===== src/rtl/fdiv_prog_ctrl.sv =====
// Programmable glitch-free clock divider. Ratio changes and start/stop requests
// take effect only at an output period boundary, so the output never carries a runt pulse.
module fdiv_prog_ctrl #(
    parameter int CNT_W       = 8,
    parameter int DEFAULT_DIV = 16
) (
    input  logic             clk,
    input  logic             rstb,
    input  logic             en,
    input  logic             cfg_valid,
    input  logic [CNT_W-1:0] cfg_div,
    output logic             cfg_ready,
    output logic             out,
    output logic             tc,
    output logic             running
);

    typedef enum logic [1:0] {
        STOP     = 2'd0,
        RUN      = 2'd1,
        STOPPING = 2'd2
    } state_t;

    localparam logic [CNT_W-1:0] DIV_RST = CNT_W'(DEFAULT_DIV);
    localparam logic [CNT_W-1:0] ONE     = CNT_W'(1);
    localparam logic [CNT_W-1:0] TWO     = CNT_W'(2);

    state_t           state;
    logic [CNT_W-1:0] count;
    logic [CNT_W-1:0] div_cur;
    logic [CNT_W-1:0] div_pend;
    logic             pend;
    logic             active;
    logic             wrap;
    logic             accept;

    function automatic logic [CNT_W-1:0] clamp_div(input logic [CNT_W-1:0] d);
        return (d < TWO) ? TWO : d;
    endfunction

    assign active = (state != STOP);
    assign wrap   = active && (count == div_cur - ONE);
    assign accept = cfg_valid && cfg_ready;

    always_ff @(posedge clk) begin
        if (!rstb) begin
            state     <= STOP;
            count     <= '0;
            div_cur   <= DIV_RST;
            pend      <= 1'b0;
            cfg_ready <= 1'b1;
            out       <= 1'b0;
            tc        <= 1'b0;
            running   <= 1'b0;
        end else begin
            out <= active && (count < (div_cur >> 1));
            tc  <= wrap;

            case (state)
                STOP: begin
                    count   <= '0;
                    running <= en;
                    if (en) state <= RUN;
                end
                RUN: begin
                    count   <= wrap ? '0 : count + ONE;
                    running <= 1'b1;
                    if (!en) state <= STOPPING;
                end
                STOPPING: begin
                    count   <= wrap ? '0 : count + ONE;
                    running <= en || !wrap;
                    if (en)        state <= RUN;
                    else if (wrap) state <= STOP;
                end
                default: begin
                    state   <= STOP;
                    count   <= '0;
                    running <= 1'b0;
                end
            endcase

            // A pending ratio is only swapped in on a wrap, so a period never changes length midway.
            if (wrap && pend) begin
                div_cur   <= div_pend;
                pend      <= 1'b0;
                cfg_ready <= 1'b1;
            end else if (accept) begin
                if (active) begin
                    pend      <= 1'b1;
                    cfg_ready <= 1'b0;
                end else begin
                    div_cur <= clamp_div(cfg_div);
                end
            end
        end
    end

    always_ff @(posedge clk) begin
        if (accept && active) div_pend <= clamp_div(cfg_div);
    end

endmodule

===== config.mk =====
export PLATFORM = sky130hd
export DESIGN_NAME = fdiv_prog_ctrl
export DESIGN_NICKNAME = d
export VERILOG_FILES = /design/src/rtl/fdiv_prog_ctrl.sv
export SDC_FILE = /design/constraint.sdc
export NUM_CORES = 1
export LEC_CHECK = 0
export ABC_AREA = 0
export BUFFER_PORTS_ARGS = -buffer_cell sky130_fd_sc_hd__buf_4
export CAP_MARGIN = 20
export CORE_ASPECT_RATIO = 1.2
export CORE_MARGIN = 3
export CORE_UTILIZATION = 59
export DETAILED_ROUTE_END_ITERATION = 12
export GPL_TIMING_DRIVEN = 1
export PLACE_DENSITY_LB_ADDON = 0.05
export SLEW_MARGIN = 40
export SYNTH_ARGS = -nofsm -noshare
export SYNTH_HDL_FRONTEND = slang
export SYNTH_SLANG_ARGS = --single-unit

===== constraint.sdc =====
create_clock -name clk -period 2.3 [get_ports clk]
set_input_delay 0.23 -clock clk [delete_from_list [all_inputs] [get_ports clk]]
set_output_delay 0.23 -clock clk [all_outputs]
set_load 0.05 [all_outputs]

### Yosys cells after proc, flatten, opt, wreduce, memory -nomap -nowiden

Index checks and enable logic that the tools add are counted.

| cells by class | value |
|---|---|
| muxes and demuxes | 10 |
| equality and inequality tests | 7 |
| reduce and logical (&&, ||, !) cells | 16 |
| magnitude comparators | 2 |
| bitwise logic cells | 2 |
| add/sub/neg operators | 2 |

Operators by type and width:

| operator | count |
|---|---|
| 8-bit two-way mux | 4 |
| 8-bit by 1-bit adder with 8-bit output (second input constant) | 1 |
| 8-bit == test | 1 |
| 8-bit by 2-bit less-than comparator with 1-bit output (second input constant) | 1 |
| 8-bit by 7-bit less-than comparator with 1-bit output | 1 |
| 2-bit two-way mux | 4 |
| 8-bit by 1-bit subtractor with 8-bit output (second input constant) | 1 |
| 2-bit one-hot mux with 3 select lines | 1 |
| 1-bit logical AND | 5 |
| 2-bit != test (second input constant) | 2 |
| 2-bit AND reduction | 2 |
| 2-bit nonzero test | 2 |
| 2-bit OR reduction | 2 |
| 3-bit != test (second input constant) | 1 |
| 1-bit one-hot mux with 3 select lines | 1 |
| 3-bit AND reduction | 1 |
| 3-bit OR reduction | 1 |
| 2-bit by 1-bit == test with 1-bit output (second input constant) | 1 |
| 2-bit == test (second input constant) | 1 |
| 2-bit logical NOT | 1 |
| 2-bit by 1-bit != test with 1-bit output (second input constant) | 1 |
| 1-bit NOT | 2 |
| 1-bit logical NOT | 1 |
| 1-bit logical OR | 1 |

| storage, ports and cells | value |
|---|---|
| word-level logic and storage cells | 48 |
| output and inout bits | 4 |
| input port bits | 12 |
| bits in registers | 31 |

### Longest topological paths before layout

Gate-level depths: netlist (run 1).

| logic depth | value |
|---|---|
| word-level depth | 6 |
| depth in mapped cells | 8 |
| mapped depth without buffers | 8 |

### Worst setup path before layout (run 1)

OpenSTA, ideal clock, no wires.

| path | value |
|---|---|
| path kind | reg2reg |
| from | register div_cur[0] |
| to | register running |
| clock period less this slack | 2.023 ns |
| cell stages (with the launch flop) | 9 |
| setup time | 0.117 ns |
| path slack | 0.277 ns |
| data arrival time | 1.905 ns |
| required time | 2.183 ns |
| buffers on the path | 0 |
| path through | dfxtp_1 -> inv_1 -> ha_1 -> o21ba_1 -> a221oi_1 -> a31oi_1 -> a211oi_4 -> o21ai_0 -> and4bb_2 |

| between the ends | value |
|---|---|
| longest elaborated chain between the ends | 6 |

Ends and longest elaborated chain:

| element | RTL line | RTL |
|---|---|---|
| from (decl) | 30 | `logic [CNT_W-1:0] div_cur;` |
| from (signal assigned) | 85 | `div_cur <= div_pend;` |
| from (signal assigned) | 93 | `div_cur <= clamp_div(cfg_div);` |
| 8-bit by 1-bit subtractor with 8-bit output | 42 | `assign wrap = active && (count == div_cur - ONE);` |
| 8-bit == test | 42 |  |
| 1-bit logical AND | 42 |  |
| 1-bit logical NOT | 72 | `running <= en \|\| !wrap;` |
| 1-bit logical OR | 72 |  |
| 1-bit one-hot mux with 3 select lines | 59 | `case (state)` |
| to (signal assigned) | 62 | `running <= en;` |
| to (signal assigned) | 72 |  |
| to (decl) | 15 | `output logic running` |

No other way between the ends.
A chain may end at the register's enable or synchronous reset.

### Worst setup path after layout (run 1)

| path | value |
|---|---|
| from | register div_cur[2] |
| to | register state[0] |

| between the ends | value |
|---|---|
| longest elaborated chain between the ends | 5 |

Ends and longest elaborated chain:

| element | RTL line | RTL |
|---|---|---|
| 8-bit by 1-bit subtractor with 8-bit output | 42 |  |
| 8-bit == test | 42 |  |
| 1-bit logical AND | 42 |  |
| 3-bit != test (no source line) | -- |  |
| 3-bit AND reduction (no source line) | -- |  |
| to (signal assigned) | 47 | `state <= STOP;` |
| to (signal assigned) | 63 | `if (en) state <= RUN;` |
| to (signal assigned) | 68 | `if (!en) state <= STOPPING;` |
| to (decl) | 28 | `state_t state;` |

No other way between the ends.

==> flow_results.xml, run 1 <==
<?xml version="1.0" encoding="UTF-8"?>
<metrics>
  <group name="outcome">
    <metric name="status" unit="">complete, no violations</metric>
  </group>
  <group name="worst_setup_path">
    <metric name="crit_path_start" unit="">div_cur[2]</metric>
    <metric name="slowest_cell_on_the_critical_path" unit="">or4_1</metric>
    <metric name="worst_r2r_startpoint" unit="">div_cur[2]</metric>
    <metric name="worst_path_largest_cell_delay" unit="ns">0.57</metric>
    <metric name="worst_r2r_endpoint" unit="">state[0]</metric>
    <metric name="worst-r2r-setup-slack" unit="ns">0.13</metric>
    <metric name="worstPathCellList" unit="">or4_1, o221ai_1, and3_4, a211oi_4, buf_4, o221ai_2, mux2i_1</metric>
    <metric name="critical_path_peak_fanout" unit="">8</metric>
    <metric name="critical_path_arrival" unit="ns">2.43</metric>
    <metric name="ff2ff_path_depth" unit="">7</metric>
    <metric name="cp_data_required_time" unit="ns">2.56</metric>
    <metric name="endpoint_class_of_the_critical_path" unit="">flip-flop</metric>
    <metric name="path_class" unit="">reg2reg</metric>
    <metric name="setup.worst_path.start_class" unit="">flip-flop</metric>
  </group>
  <group name="logic_synthesis">
    <metric name="synth_ff_type" unit="">dfxtp_1</metric>
    <metric name="synth.yosys.seq_area_share" unit="">0.388</metric>
    <metric name="synth-simple-area-share" unit="">0.215</metric>
    <metric name="yosys_warnings" unit="">0</metric>
    <metric name="synth_enable_flop_cells" unit="">8</metric>
    <metric name="post_synthesis_net_count" unit="">218</metric>
    <metric name="synth_compound_area_frac" unit="">0.0927</metric>
    <metric name="synthesis.instances" unit="">193</metric>
    <metric name="xor_xnor_cell_area_share_of_the_yosys_netlist" unit="">0.0678</metric>
    <metric name="syn_area" unit="um2">1810</metric>
    <metric name="adder_and_majority_cell_fraction_of_the_synthesized_area" unit="">0.0900</metric>
    <metric name="synthArstFlopShare" unit="">0</metric>
    <metric name="largest_family_of_logic_cells_by_synthesized_area" unit="">simple AND/OR/NAND/NOR gates</metric>
    <metric name="yosys-mux-area-fraction" unit="">0.0927</metric>
    <metric name="syn_area_per_cell" unit="um2">9.37</metric>
    <metric name="netlist-cell-type-count" unit="">44</metric>
    <metric name="synth-seq-cells" unit="">31</metric>
  </group>
  <group name="drt">
    <metric name="drcViolationCount" unit="">0</metric>
    <metric name="postRouteAntennaNets" unit="">0</metric>
    <metric name="wire_per_inst" unit="um">14.4</metric>
    <metric name="vias_per_cell" unit="">5.79</metric>
    <metric name="met2_wirelength" unit="um">1830</metric>
    <metric name="drt-initial-drc-count" unit="">32</metric>
    <metric name="detail_route.wirelength.met1" unit="um">1470</metric>
    <metric name="wirelength" unit="um">3490</metric>
    <metric name="maxUsedRoutingLayer" unit="">met4</metric>
    <metric name="met3_wirelength" unit="um">122</metric>
    <metric name="drtPass1Iterations" unit="">4</metric>
    <metric name="vias" unit="">1402</metric>
  </group>
  <group name="global_routing">
    <metric name="grt_first_pass_wirelength" unit="um">6240</metric>
    <metric name="grt_antenna_before_repair" unit="">0</metric>
    <metric name="grt_start_max_net_pins" unit="">26</metric>
    <metric name="gr-usage-all-layers" unit="">0.215</metric>
    <metric name="grt.overflow.total" unit="">0</metric>
    <metric name="first_global_vias" unit="">1402</metric>
  </group>
  <group name="die">
    <metric name="die_height" unit="um">66.6</metric>
    <metric name="boundaryPins" unit="">16</metric>
    <metric name="initial_utilization" unit="">0.631</metric>
    <metric name="num_rows" unit="">21</metric>
    <metric name="design.die.area" unit="um2">3770</metric>
    <metric name="dieWidth" unit="um">56.5</metric>
    <metric name="coreArea" unit="um2">2860</metric>
  </group>
  <group name="run">
    <metric name="max_cap_violations" unit="">0</metric>
  </group>
  <group name="cts">
    <metric name="tritoncts" unit="">yes</metric>
    <metric name="htree_levels" unit="">2</metric>
    <metric name="clk_root_buffer_cell" unit="">clkbuf_4</metric>
    <metric name="cts_buffers" unit="">5</metric>
    <metric name="clock_insertion_delay_worst_skew" unit="ns">0.33</metric>
    <metric name="cts_num_sinks" unit="">31</metric>
    <metric name="cts-root-to-sink-buffers" unit="">2</metric>
    <metric name="postCtsHoldBufs" unit="">0</metric>
    <metric name="clkTransAtPathRegs" unit="ns">0.10</metric>
  </group>
  <group name="power">
    <metric name="p_total" unit="mW">1.88</metric>
    <metric name="p_leak" unit="nW">0.913</metric>
    <metric name="power.ir.vdd_worst" unit="V">0.000767</metric>
    <metric name="pwr_density_cell" unit="nW/um2">935</metric>
  </group>
  <group name="sta">
    <metric name="grt_setup_unrepaired" unit="">no</metric>
    <metric name="slew_headroom" unit="">0.686</metric>
    <metric name="timing_max_transition_violations_final" unit="">0</metric>
    <metric name="setup-violations-final" unit="">0</metric>
    <metric name="max_freq" unit="MHz">461</metric>
    <metric name="post_route_setup_tns" unit="ns">0</metric>
    <metric name="timing.clock.skew" unit="ns">0.0118</metric>
    <metric name="final_hold_viol_count" unit="">0</metric>
    <metric name="timing_worst_slew_pin_value" unit="ns">0.470</metric>
    <metric name="timing.final.crit_share" unit="">0.944</metric>
    <metric name="fin_crit" unit="ns">2.17</metric>
  </group>
  <group name="placed_design">
    <metric name="numPortBuffers" unit="">15</metric>
    <metric name="dp_hpwl" unit="um">2690</metric>
    <metric name="routability_congestion" unit="">0.802</metric>
  </group>
  <group name="min_path">
    <metric name="whs_endpoint" unit="">div_pend[6]</metric>
    <metric name="hold-path-cell-count" unit="">1</metric>
    <metric name="hold_wc_startpoint" unit="">cfg_div[6]</metric>
    <metric name="hold_path_class" unit="">in2reg</metric>
  </group>
  <group name="layout">
    <metric name="area_growth" unit="%">11.0</metric>
    <metric name="drive_gt1_frac" unit="">0.192</metric>
    <metric name="fin_nets" unit="">232</metric>
    <metric name="n_antenna_cell" unit="">0</metric>
    <metric name="nFillCells" unit="">229</metric>
  </group>
</metrics>
cells in the mapped netlist, types with 2 or more instances:
library cell  instances  area, um2
nor2_1               14       52.6
nand2b_1              2       12.5
clkbuf_1             11       41.3
mux2_2                6       67.6
dfxtp_1              23        460
nand4_1               3       18.8
mux2i_1              10        100
nand2_1              22       82.6
and3_1                2       12.5
o21ai_0               4       20.0
a21o_1                4       30.0
ha_1                 13        163
a21oi_1               4       20.0
a31oi_1               2       12.5
xor2_1                7       61.3
edfxtp_1              8        240
inv_1                14       52.6
nor3_1                4       20.0
xnor2_1               7       61.3
nand3_1               9       45.0
per-layer routing:
metal	track usage	vias up
met1	0.242	671
met4	0.113	0
met3	0.0620	10
met5	0	-
met2	0.367	23
li1	-	698
logic make-up after synthesis:
family / count (synthesis)
and+or+nand+nor: 71
DFF: 31
buffers and inverters: 26
AOI/OAI and AO/OA: 22
muxes: 16
xor gates and xnor gates: 14
adders and majority gates: 13
worst max-delay path: cells and delay by family, from the launching register on:
kind	cells	cell delay, ns
AOI/OAI and AO/OA	3	0.49
DFF	1	0.43
buffers and inverters	1	0.17
muxes	1	0.22
and+or+nand+nor	2	0.80
placed cells by master, fill, tap and decap left out, types with 2 or more instances in the layout:
cell type and count:
a21o_1 4, a21oi_1 4, a31oi_1 2, and3_1 2, buf_4 19, clkbuf_4 5, clkinv_1 2, dfxtp_1 23
edfxtp_1 8, ha_1 13, inv_1 14, mux2_2 6, mux2i_1 10, nand2_1 22, nand2b_1 2, nand3_1 9
nand4_1 3, nor2_1 14, nor3_1 4, o21ai_0 4, xnor2_1 7, xor2_1 7
flip-flops by register name (all words and copies together) (netlist names):
register / count
pend: 1
count: 8
cfg_ready: 1
div_pend: 8
state: 2
running: 1
div_cur: 8
tc: 1
out: 1
how the worst max path moves through the flow:
| stage | to | slack (ns) |
|---|---|---|
| 2_1_floorplan | running | 0.28 |
| 3_3_place_gp | div_cur[1] | 0.19 |
| 3_5_place_dp | running | 0.05 |
| 4_1_cts | running | 0.03 |
| 5_1_grt | state[0] | 0.005 |
| 6_report | state[0] | 0.13 |
power breakdown:
| group | total, mW | switching [mW] | internal, mW |
|---|---|---|---|
| sequential | 0.781 | 0.109 | 0.673 |
| combinational | 0.802 | 0.432 | 0.371 |
| clock | 0.292 | 0.179 | 0.113 |
through the flow:
step | hold slack (ns) | util | instance area, um2 | instances | setup slack (ns)
2_1_floorplan | 0.397 | - | 1810 | 193 | 0.277
3_3_place_gp | 0.427 | 0.677 | 1940 | 233 | 0.194
3_5_place_dp | 0.431 | 0.677 | 1940 | 233 | 0.0506
4_1_cts | 0.0786 | 0.694 | 1990 | 241 | 0.0346
5_1_grt | 0.0755 | 0.701 | 2010 | 242 | 0.00459
6_report | 0.0966 | 0.701 | 2010 | 242 | 0.129
layout make-up:
type                       instances  area (um2)  share of cell area
timing repair buffer              19         143              0.0711
sequential                        31         701               0.349
inverter                          14        52.6              0.0262
clock inverter                     2        7.51             0.00374
multi-input combinational        136        1020               0.508
clock buffer                       6        41.3              0.0206
tap                               34        42.5              0.0212
timing repair:
item / CTS / global route
buffers inserted: 0 / 1
gates resized for setup: 0 / 2
setup endpoints to repair: 0 / 20
No activity file was read; power rests on OpenSTA's default activity.
==> inputs of run 2 (changes only) <==
--- a/config.mk
+++ b/config.mk
@@ -10,7 +10,7 @@
 export CAP_MARGIN = 20
 export CORE_ASPECT_RATIO = 1.2
 export CORE_MARGIN = 3
-export CORE_UTILIZATION = 59
+export CORE_UTILIZATION = 53
 export DETAILED_ROUTE_END_ITERATION = 12
 export GPL_TIMING_DRIVEN = 1
 export PLACE_DENSITY_LB_ADDON = 0.05
==> constraint.sdc (replaced) <==
create_clock -name clk -period 1.8 [get_ports clk]
set_input_delay 0.18 -clock clk [delete_from_list [all_inputs] [get_ports clk]]
set_output_delay 0.18 -clock clk [all_outputs]
set_load 0.05 [all_outputs]
==> flow_results.xml, run 2 (same netlist as run 1, synthesis figures left out) <==
<?xml version="1.0" encoding="UTF-8"?>
<metrics>
  <group name="outcome">
    <metric name="status" unit="">finished with violations</metric>
    <metric name="failing_checks" unit="">setup timing</metric>
  </group>
  <group name="power">
    <metric name="share_clk_of_total_power" unit="">0.142</metric>
    <metric name="seq_power_share" unit="">0.362</metric>
    <metric name="power.ir.vdd_worst" unit="V">0.000960</metric>
    <metric name="pwr_density_cell" unit="nW/um2">1180</metric>
    <metric name="combPwrFrac" unit="">0.496</metric>
    <metric name="p_int" unit="mW">1.69</metric>
    <metric name="switching_power" unit="mW">1.01</metric>
    <metric name="p_leak" unit="nW">1.06</metric>
    <metric name="power.share.switching" unit="">0.374</metric>
  </group>
  <group name="min_path">
    <metric name="hold_path_class" unit="">in2reg</metric>
    <metric name="hold-path-cell-count" unit="">1</metric>
  </group>
  <group name="placed_design">
    <metric name="routability_congestion" unit="">0.794</metric>
    <metric name="dp_hpwl" unit="um">2680</metric>
    <metric name="numPortBuffers" unit="">15</metric>
    <metric name="placement.setup.worst_slack" unit="ns">-0.180</metric>
  </group>
  <group name="worst_setup_path">
    <metric name="critical_path_peak_fanout" unit="">5</metric>
    <metric name="setup.worst_path.start_class" unit="">flip-flop</metric>
    <metric name="cp_data_required_time" unit="ns">2.02</metric>
    <metric name="endpoint_class_of_the_critical_path" unit="">flip-flop</metric>
    <metric name="path_class" unit="">reg2reg</metric>
    <metric name="critical_path_arrival" unit="ns">2.21</metric>
    <metric name="ff2ff_path_depth" unit="">10</metric>
  </group>
  <group name="sta">
    <metric name="timing_worst_slew_pin_value" unit="ns">0.474</metric>
    <metric name="fin_crit" unit="ns">1.99</metric>
    <metric name="max_freq" unit="MHz">503</metric>
    <metric name="timing.clock.skew" unit="ns">0.0109</metric>
    <metric name="setup-violations-final" unit="">22</metric>
    <metric name="timing.final.crit_share" unit="">1.11</metric>
    <metric name="timing_max_transition_violations_final" unit="">0</metric>
    <metric name="grt_setup_unrepaired" unit="">yes</metric>
    <metric name="final_hold_viol_count" unit="">0</metric>
    <metric name="layout_setup_ws" unit="ns">-0.189</metric>
    <metric name="whs" unit="ns">0.0355</metric>
    <metric name="slew_headroom" unit="">0.683</metric>
  </group>
  <group name="drt">
    <metric name="vias_per_cell" unit="">5.39</metric>
    <metric name="postRouteAntennaNets" unit="">0</metric>
    <metric name="drtPass1Iterations" unit="">4</metric>
    <metric name="drt-initial-drc-count" unit="">53</metric>
    <metric name="wirelength" unit="um">3710</metric>
    <metric name="vias" unit="">1440</metric>
    <metric name="drcViolationCount" unit="">0</metric>
    <metric name="wire_per_inst" unit="um">13.9</metric>
  </group>
  <group name="cts">
    <metric name="htree_levels" unit="">2</metric>
    <metric name="cts_num_sinks" unit="">31</metric>
    <metric name="clock_insertion_delay_worst_skew" unit="ns">0.33</metric>
    <metric name="tritoncts" unit="">yes</metric>
    <metric name="clk_root_buffer_cell" unit="">clkbuf_4</metric>
    <metric name="postCtsHoldBufs" unit="">0</metric>
    <metric name="cts_buffers" unit="">5</metric>
    <metric name="cts-root-to-sink-buffers" unit="">2</metric>
    <metric name="clkTransAtPathRegs" unit="ns">0.10</metric>
  </group>
  <group name="layout">
    <metric name="nFillCells" unit="">244</metric>
    <metric name="largest_registers" unit="">count (8), div_cur (8), div_pend (8)</metric>
    <metric name="most_common_library_cell_in_the_layout_ignoring_fill_and_taps" unit="">buf_4</metric>
    <metric name="mostFrequentLayoutCells" unit="">buf_4, nand2_1, dfxtp_1, nor2_1</metric>
    <metric name="drive_gt1_frac" unit="">0.359</metric>
    <metric name="area_growth" unit="%">26.6</metric>
    <metric name="n_antenna_cell" unit="">0</metric>
    <metric name="fin_nets" unit="">255</metric>
  </group>
  <group name="die">
    <metric name="coreArea" unit="um2">3170</metric>
    <metric name="design.die.area" unit="um2">4150</metric>
    <metric name="dieWidth" unit="um">59.3</metric>
    <metric name="boundaryPins" unit="">16</metric>
    <metric name="die_height" unit="um">70.0</metric>
    <metric name="initial_utilization" unit="">0.571</metric>
    <metric name="num_rows" unit="">22</metric>
  </group>
  <group name="global_routing">
    <metric name="gr-usage-all-layers" unit="">0.211</metric>
    <metric name="first_global_vias" unit="">1477</metric>
    <metric name="grt_antenna_before_repair" unit="">0</metric>
    <metric name="grt_first_pass_wirelength" unit="um">6690</metric>
    <metric name="grt_start_max_net_pins" unit="">26</metric>
    <metric name="grt.overflow.total" unit="">0</metric>
  </group>
  <group name="run">
    <metric name="max_cap_violations" unit="">0</metric>
  </group>
</metrics>
==> run 2: worst max-delay path, stage by stage (launching register included) <==
cell,delay [ns]
dfxtp_4,0.38
inv_2,0.05
ha_4,0.16
nor3b_4,0.15
buf_4,0.13
nand3_1,0.09
nand4b_1,0.18
a211oi_4,0.32
buf_6,0.15
o21ai_2,0.05
and4bb_2,0.22
==> run 2: path summary, 6_finish.rpt <==
check	start	endpoint	slack, ns
setup / recovery	div_cur[0]	running	-0.19
setup reg to reg	div_cur[0]	running	-0.19
hold / removal	cfg_div[5]	div_pend[5]	0.04
hold reg to reg	state[1]	state[1]	0.49
==> run 2: metal layers <==
metal | track usage | vias up | wire (um)
li1 | - | 732 | -
met4 | 0.0630 | 0 | 52
met1 | 0.264 | 676 | 1630
met3 | 0.0628 | 8 | 120
met2 | 0.343 | 24 | 1900
met5 | 0 | - | 0
==> run 2: stage by stage <==
step | util | instance area [um2] | TNS (ns) | power, mW | cells
floorplan | - | 1850 | -0.0114 | 1.83 | 193
global placement | 0.665 | 2110 | -1.77 | 2.15 | 252
detailed placement | 0.665 | 2110 | -3.23 | 2.19 | 252
CTS | 0.717 | 2270 | -2.35 | 2.69 | 267
global route | 0.723 | 2290 | -5.06 | 2.91 | 267
finish | 0.723 | 2290 | -3.23 | 2.70 | 267
==> run 2: area by class of cell <==
| type | count | area [um2] | share of cell area |
|---|---|---|---|
| clock buffers | 6 | 41.3 | 0.0180 |
| clock inverters | 2 | 8.76 | 0.00383 |
| inverters | 14 | 52.6 | 0.0230 |
| multi-input cells | 137 | 1100 | 0.480 |
| flip-flops and latches | 31 | 716 | 0.313 |
| well taps | 36 | 45.0 | 0.0197 |
| repair buffers | 41 | 327 | 0.143 |
==> run 2: repair_timing <==
item                                    in CTS  in global routing
buffers inserted                             6                  0
pin swaps                                    7                  4
resized for setup                           14                  6
gates cloned                                 1                  0
endpoints found under the setup margin      23                 23
==> run 2: power by group through the flow <==
stage                     clock [mW]  combinational [mW]  sequential [mW]
final                          0.383                1.34            0.977
after global routing           0.435                1.48            0.995
after CTS                      0.399                1.32            0.977
after detailed placement           0                1.21            0.982
after global placement             0                1.18            0.977
after floorplan                    0               0.763             1.07
